<file path="src/rtl/img_gray_loader.sv">
// RGB-to-grayscale frame loader: fills the gray-image memory and hands whole frames to the convolution engine.
// Optional start-of-frame resynchronisation is enabled by defining IMG_SOF_RESYNC_EN.
module img_gray_loader #(
    parameter int          IMG_W  = 128,
    parameter int          IMG_H  = 128,
    parameter int          ADDR_W = 14,
    parameter logic [7:0]  KR     = 8'd77,
    parameter logic [7:0]  KG     = 8'd150,
    parameter logic [7:0]  KB     = 8'd29
) (
    input  logic              clk,
    input  logic              reset,
    input  logic              in_valid,
    output logic              in_ready,
    input  logic [23:0]       in_rgb,
    input  logic              in_sof,
    output logic              wen_img,
    output logic [ADDR_W-1:0] addr_img,
    output logic [7:0]        w_data_img,
    output logic              conv_ready,
    input  logic              conv_busy,
    output logic [7:0]        frame_cnt,
    output logic              frame_err
);

    localparam int              STAGES = 2;
    localparam int              CW     = ADDR_W + 1;
    localparam logic [CW-1:0]   TOTAL  = CW'(IMG_W * IMG_H);

    typedef enum logic [1:0] {LOAD, HANDOFF, RUN} state_t;

    state_t              state, state_nxt;
    logic [CW-1:0]       cnt, cnt_nxt;
    logic                xfer, take, restart, err_nxt;
    // [0] captured pixel, [1] weighted sum, [2] memory write
    logic [STAGES:0]     vld_pipe;
    logic [23:0]         rgb_q;
    logic [ADDR_W-1:0]   addr_q, addr_s1;
    logic [16:0]         sum_c, sum_s1;
    logic                unused_bits;

    assign wen_img     = vld_pipe[STAGES];
    assign unused_bits = ^{sum_s1[16], in_sof};

    always_comb begin
        sum_c = {9'd0, KR} * {9'd0, rgb_q[23:16]}
              + {9'd0, KG} * {9'd0, rgb_q[15:8]}
              + {9'd0, KB} * {9'd0, rgb_q[7:0]}
              + 17'd128;
    end

    always_comb begin
        xfer    = in_valid && in_ready;
        take    = xfer;
        restart = 1'b0;
`ifdef IMG_SOF_RESYNC_EN
        err_nxt = frame_err;
        // A misplaced SOF restarts the frame; a missing one drops the pixel.
        if (xfer && in_sof && cnt != '0) begin
            restart = 1'b1;
            err_nxt = 1'b1;
        end
        if (xfer && !in_sof && cnt == '0) begin
            take    = 1'b0;
            err_nxt = 1'b1;
        end
`else
        err_nxt = 1'b0;
`endif
        cnt_nxt   = cnt;
        state_nxt = state;
        if (restart)   cnt_nxt = CW'(1);
        else if (take) cnt_nxt = cnt + CW'(1);
        case (state)
            LOAD:    if (cnt == TOTAL && vld_pipe[1:0] == '0) state_nxt = HANDOFF;
            HANDOFF: if (conv_busy) state_nxt = RUN;
            RUN: begin
                if (!conv_busy) begin
                    state_nxt = LOAD;
                    cnt_nxt   = '0;
                end
            end
            default: state_nxt = LOAD;
        endcase
    end

    always_ff @(posedge clk or posedge reset) begin
        if (reset) begin
            state      <= LOAD;
            cnt        <= '0;
            in_ready   <= 1'b0;
            conv_ready <= 1'b0;
            frame_cnt  <= 8'd0;
            frame_err  <= 1'b0;
            vld_pipe   <= '0;
            rgb_q      <= 24'd0;
            addr_q     <= '0;
            sum_s1     <= 17'd0;
            addr_s1    <= '0;
            w_data_img <= 8'd0;
            addr_img   <= '0;
        end else begin
            state      <= state_nxt;
            cnt        <= cnt_nxt;
            in_ready   <= (state_nxt == LOAD) && (cnt_nxt < TOTAL);
            conv_ready <= (state_nxt == HANDOFF);
            frame_err  <= err_nxt;
            if (state == RUN && state_nxt == LOAD) frame_cnt <= frame_cnt + 8'd1;
            vld_pipe   <= {vld_pipe[STAGES-1:0], take};
            if (take) begin
                rgb_q  <= in_rgb;
                addr_q <= restart ? '0 : cnt[ADDR_W-1:0];
            end
            if (vld_pipe[0]) begin
                sum_s1  <= sum_c;
                addr_s1 <= addr_q;
            end
            if (vld_pipe[1]) begin
                w_data_img <= sum_s1[15:8];
                addr_img   <= addr_s1;
            end
        end
    end

endmodule

</file>
<file path="config.mk">
export PLATFORM = sky130hd
export DESIGN_NAME = img_gray_loader
export DESIGN_NICKNAME = d
export VERILOG_FILES = /design/src/rtl/img_gray_loader.sv
export SDC_FILE = /design/constraint.sdc
export NUM_CORES = 1
export LEC_CHECK = 0
export ABC_CLOCK_PERIOD_IN_PS = 11500
export BUFFER_PORTS_ARGS = -buffer_cell sky130_fd_sc_hd__buf_2
export CAP_MARGIN = 15
export CELL_PAD_IN_SITES_DETAIL_PLACEMENT = 1
export CELL_PAD_IN_SITES_GLOBAL_PLACEMENT = 1
export CORE_MARGIN = 1
export CORE_UTILIZATION = 49
export CTS_CLUSTER_DIAMETER = 200
export DETAILED_ROUTE_END_ITERATION = 8
export GPL_TIMING_DRIVEN = 0
export PLACE_DENSITY_LB_ADDON = 0.1
export SETUP_SLACK_MARGIN = 0.2
export SYNTH_ARGS = -nofsm -noshare
export SYNTH_HDL_FRONTEND = slang
export SYNTH_SLANG_ARGS = --single-unit
</file>
<file path="constraint.sdc">
create_clock -name clk -period 11.5 [get_ports clk]
set_input_delay 2.3 -clock clk [delete_from_list [all_inputs] [get_ports clk]]
set_output_delay 2.3 -clock clk [all_outputs]
set_load 0.02 [all_outputs]
</file>
==> impl_metrics.toml, run 1 <==
[logic_synthesis]
synth_edf_count = 0
synth-main-ff-cell = "dfrtp_1"
synth_area_um2 = 7680
synth_seq_cells = 112
ys_types = 49
ys_warn_count = 0
synth_nets = 909
yosysSeqAreaShare_pct = 36.5
synthCells = 725
synth.avg_cell_area_um2 = 10.6
async_flop_share_pct = 100

[global_route]
grt_overflow_total = 0
grt_start_max_net_pins = 68
grt_use_total_pct = 24.1
grt_pass1_vias = 5931
grt_pass1_wl_mm = 29.6
antenna_found_initial = 0

[timing]
setup_viol_count_final = 0
finalClockSkew_ps = 12.5
rsz0062_at_grt = "no"
period_needed_ps = 6890
max_slew_margin_pct = 43.2
hold_viol = 0
slew_violations = 0
tightest_slew_ps = 852
min_period_over_period_pct = 59.9
tns_ps = 0
fmax_mhz = 145

[floorplan]
rows = 45
start_util_pct = 50.3
die_x_um = 127
die_h_um = 127
io_pins = 63
core_area_um2 = 15300
dieArea_um2 = 16200

[detailed_routing]
finalWirelength_mm = 17.6
route.antenna.remaining_nets = 0
drc = 0
drt-initial-drc-count = 123
routed_via_density = 5.19
wl_per_cell_um = 17.4
first_pass_iters = 4
vias = 5253

[finish]
multi_input_comb_area_um2 = 4380
drive_above_1_share_pct = 15.8
final-seq-area_um2 = 2800
fillers = 1700
diodes = 0
finalNetCount = 981
syn_to_final_growth_pct = 12.1

[clock_network]
cts.reportedPaths.clkPinSlew_ps = 90
clk_latency_ps = 370
h-tree-depth = 3
cts_root_buffer = "clkbuf_16"
cts_resized = 0
cts_buffers = 9
cts_setup_buffers = 0
cts_sinks = 112
hold_buffers = 0
cts_tree = "done"
clk_path_buf_depth = 2

[setup_path]
crit_buf_inv = 4
crit_fanout = 5
path_class = "reg -> reg"
r2r_start = "rgb_q[12]$_DFFE_PP0P_"
start_kind = "flip-flop"
critPathMostFrequentCell = "ha_1"
worstSetupEndpointType = "flip-flop"
slowest_delay_ps = 520
required_ps = 11750
slowest_stage = "fa_1"
cp.arrival_ps = 7140
critPathLaunch = "rgb_q[12]$_DFFE_PP0P_"
path_delay_family = "adder cells"

[min_path]
min_from = "vld_pipe[0]$_DFF_PP0_"
min_path_type = "reg -> reg"

[placed_design]
place_hpwl_mm = 13.7
io_buffers = 60
globalplace.congestion = 0.808

[run]
maxCapViolations = 0

[run_status]
status = "complete, no violations"
path summary, 6_finish.rpt:
check | cells after the start | end | slack, ps
min in group asynchronous | 2 | rgb_q[21]$_DFFE_PP0P_ | 2020
min reg2reg | 0 | vld_pipe[1]$_DFF_PP0_ | 390
max | 25 | sum_s1[12]$_DFFE_PP0P_ | 4610
min | 0 | vld_pipe[1]$_DFF_PP0_ | 390
max reg2reg | 25 | sum_s1[12]$_DFFE_PP0P_ | 4610
max in group asynchronous | 3 | sum_s1[9]$_DFFE_PP0P_ | 8720
cells by family after synthesis:
family                     count (synthesis)  synth area share (%)
AOI/OAI and AO/OA                         66                  5.31
xor gates and xnor gates                  36                  4.11
adders and majority gates                155                  30.6
buffers and inverters                    131                  6.45
DFF                                      112                  36.5
muxes                                     44                  6.42
other                                      1                0.0488
and+or+nand+nor                          180                  10.5
cell type report:
class,count,share of cell area [%]
Clock buffer,9,2.62
Tap cell,211,3.07
Inverter,115,5.05
Timing Repair Buffer,61,3.81
Multi-Input combinational cell,482,50.9
Buffer,16,0.742
Clock inverter,7,1.24
Sequential cell,112,32.6
through the flow:
stage | instances | worst slack, ps | util [%] | hold WS, ps | cell area (um^2)
2_1_floorplan | 725 | 5150 | - | 352 | 7680
3_3_place_gp | 996 | 4730 | 54.0 | 354 | 8240
3_5_place_dp | 997 | 4640 | 54.2 | 384 | 8270
4_1_cts | 1013 | 4560 | 56.4 | 393 | 8600
5_1_grt | 1013 | 4230 | 56.4 | 409 | 8600
6_report | 1013 | 4610 | 56.4 | 389 | 8600
state kept, by name (all words and copies together) (netlist names), 2 cells and up:
register,flops
addr_s1,14
state,2
rgb_q,24
addr_img,14
addr_q,14
sum_s1,8
w_data_img,8
cnt,15
vld_pipe,3
frame_cnt,8
cells in the final DEF, fill, tap and decap left out, drive strengths merged, types with 9 or more instances in the layout:
master / instances
a21oi: 17
dfrtp: 112
mux2: 42
ha: 100
inv: 118
nand3: 9
clkbuf: 21
fa: 55
nand4: 10
xor2: 15
xnor2: 21
nand2: 109
o21ai: 23
nor2: 20
buf: 65
metal layers:
metal | wire length, um | share of wire (%) | global-route usage [%] | vias up
met2 | 9370 | 53 | 44.6 | 70
met1 | 7420 | 42 | 28.8 | 2669
met3 | 424 | 2.4 | 3.48 | 24
li1 | - | - | - | 2490
met4 | 395 | 2.2 | 7.70 | 0
met5 | 0 | 0 | 0 | -
worst register-to-register path, cell delays in order (launching register included):
cell,delay [ps]
dfrtp_1,460
ha_1,340
ha_1,280
inv_1,50
fa_1,520
inv_1,50
fa_1,450
ha_1,390
nand3_1,120
o21ai_0,210
xnor2_1,180
ha_1,290
fa_1,500
inv_1,50
fa_1,480
inv_1,60
fa_1,470
ha_1,310
ha_1,380
a21oi_1,210
nand2_1,100
a21oi_1,180
nand2_1,110
a21oi_1,220
xnor2_1,100
mux2_2,260
cells in the mapped netlist, drive strengths merged (2+ instances only):
cell type / instances / area (um^2)
nand4: 10 / 68.8
o211ai: 3 / 22.5
or3: 7 / 43.8
a21o: 7 / 52.6
xor2: 15 / 131
nor4b: 2 / 17.5
nor2b: 3 / 18.8
clkbuf: 12 / 45.0
mux2i: 2 / 20.0
fa: 55 / 1100
mux2: 42 / 473
o21ai: 23 / 115
inv: 115 / 432
nor2: 20 / 75.1
a211o: 2 / 17.5
nor3: 4 / 20.0
o22ai: 3 / 25.0
nand2b: 3 / 18.8
or2: 2 / 12.5
nand3: 9 / 45.0
nand2: 109 / 409
ha: 100 / 1250
dfrtp: 112 / 2800
xnor2: 21 / 184
buf: 4 / 18.8
a21oi: 17 / 88.8
o21a: 5 / 37.5
and3: 4 / 25.0
Power of run 1 is left out: the tool's default activity adds up to more than one toggle a clock period on the data nets, which glitch-free logic cannot reach.
==> run 2, diff against run 1 <==
Settings changed: ABC_CLOCK_PERIOD_IN_PS 11500 to 7000.
Clock period 11.5 ns to 7 ns, I/O delays scaled along.
==> run 2 against run 1 <==
  * First-iteration DRC count shrank 15%
  * Final cell count grew 0.49%
  * Fmax grew 5.0%
  * Wire length grew 1.1%
  * Non-clock buffer count grew 5
  * Sequential share of layout area shrank 0.30 points
  * Highest routed layer unchanged
  * Clock skew is essentially flat
  * Setup slack lost 4200 ps
==> impl_metrics.toml, run 2 (synthesis results as in run 1) <==
[run_status]
status = "complete, no violations"

[placed_design]
place_hpwl_mm = 13.7
dp_slack_ps = 136
io_buffers = 60
globalplace.congestion = 0.808
dp_cells = 997

[finish]
fin_util_pct = 57.0
top_regs = "rgb_q x24, cnt x15"
final_cells = 1018
syn_to_final_growth_pct = 13.3
drive_above_1_share_pct = 17.6
layout_common_cells = "113 x inv_1, 109 x nand2_1, 109 x dfrtp_1"
layout_commonest_cell = "inv_1"
largest_register = "rgb_q"
largest_reg_flops = 24
finalNetCount = 986
diodes = 0

[setup_path]
critPathLaunch = "rgb_q[12]$_DFFE_PP0P_"
start_kind = "flip-flop"
required_ps = 7230
path_class = "reg -> reg"
reg2reg_depth = 22
worstSetupEndpointType = "flip-flop"
cp.arrival_ps = 6790
crit_fanout = 4
r2r_start = "rgb_q[12]$_DFFE_PP0P_"

[floorplan]
io_pins = 63
start_util_pct = 50.3
die_x_um = 127
dieArea_um2 = 16200
core_area_um2 = 15300
die_h_um = 127
rows = 45

[clock_network]
clk_latency_ps = 370
cts_sinks = 112
cts_root_buffer = "clkbuf_16"
cts_tree = "done"
h-tree-depth = 3
cts_buffers = 9
hold_buffers = 0
clk_path_buf_depth = 2
cts.reportedPaths.clkPinSlew_ps = 90

[min_path]
min_from = "vld_pipe[0]$_DFF_PP0_"
whs_path_depth = 0
min_path_type = "reg -> reg"

[global_route]
grt_use_total_pct = 24.1
met1_usage_pct = 28.8
grt_start_max_net_pins = 68
grt_pass1_vias = 5932
antenna_found_initial = 0
grt_pass1_wl_mm = 29.7
use_met2_pct = 44.7
grt_overflow_total = 0
use_met3_pct = 3.52
top_usage_layer = "met2"

[detailed_routing]
wl_per_cell_um = 17.5
drc = 0
route.antenna.remaining_nets = 0
finalWirelength_mm = 17.8
vias = 5274
first_pass_iters = 4
drt-initial-drc-count = 104
routed_via_density = 5.18

[timing]
tightest_slew_ps = 860
max_slew_margin_pct = 42.6
tns_ps = 0
slew_violations = 0
min_period_over_period_pct = 93.8
period_needed_ps = 6560
setup_viol_count_final = 0
finalClockSkew_ps = 12.9
hold_viol = 0
fin_ws_ps = 437
fmax_mhz = 152
rsz0062_at_grt = "no"

[run]
maxCapViolations = 0
[run 2: cell types whose count changed in the layout (fill, tap and decap cells not counted)]
cell / previous run / this run
o21ai_1: 3 / 5
dfrtp_1: 112 / 109
a21oi_1: 16 / 13
ha_1: 100 / 96
ha_2: 0 / 1
a21oi_2: 1 / 4
buf_4: 1 / 6
dfrtp_2: 0 / 3
o21ai_0: 20 / 18
ha_4: 0 / 3
[run 2: worst paths after layout]
path / slack (ps) / to
setup / recovery: 440 / sum_s1[15]$_DFFE_PP0P_
hold / removal: 390 / vld_pipe[1]$_DFF_PP0_
setup reg to reg: 440 / sum_s1[15]$_DFFE_PP0P_
hold reg to reg: 390 / vld_pipe[1]$_DFF_PP0_
max in group asynchronous: 5110 / sum_s1[9]$_DFFE_PP0P_
min in group asynchronous: 1120 / rgb_q[9]$_DFFE_PP0P_
[run 2: final cells by class]
| cell class | count | area (um^2) |
|---|---|---|
| fill | 1688 | 6560 |
| buffer | 16 | 63.8 |
| clock buffer | 9 | 225 |
| inverter | 115 | 434 |
| timing repair buffer | 66 | 365 |
| multi-input combinational | 482 | 4430 |
| tap | 211 | 264 |
| sequential | 112 | 2810 |
| clock inverter | 7 | 106 |
[run 2: per-layer routing]
layer	vias to the layer above	share of wire, %
met5	-	0
met4	0	2.4
met3	26	2.3
met2	65	53
met1	2685	42
li1	2498	-
[run 2: critical path, cell delays in order, from the launching register on]
cell      delay [ps]
dfrtp_2          430
ha_1             310
ha_1             280
inv_1             50
fa_1             520
inv_1             50
fa_1             560
ha_4             230
xnor2_1          260
fa_1             480
fa_1             540
fa_1             440
fa_1             550
inv_1             40
ha_1             280
ha_1             360
nand3_1          110
nand2_1           80
a211o_1          260
a21oi_1          140
nand3b_1         180
xnor2_1          150
a21oi_1           90
[run 2: through the flow]
step / cell area, um^2 / hold slack (ps)
6_report: 8700 / 389
5_1_grt: 8700 / 409
4_1_cts: 8630 / 393
3_5_place_dp: 8270 / 384
3_3_place_gp: 8240 / 354
2_1_floorplan: 7680 / 352
[run 2: what timing repair did]
item                       in CTS  in global routing
gates cloned                    0                  0
setup buffers                   0                  5
setup endpoints to repair       3                  5
pin swaps                       1                  3
resized for setup               7                  6
Power of run 2 is left out for the same reason.
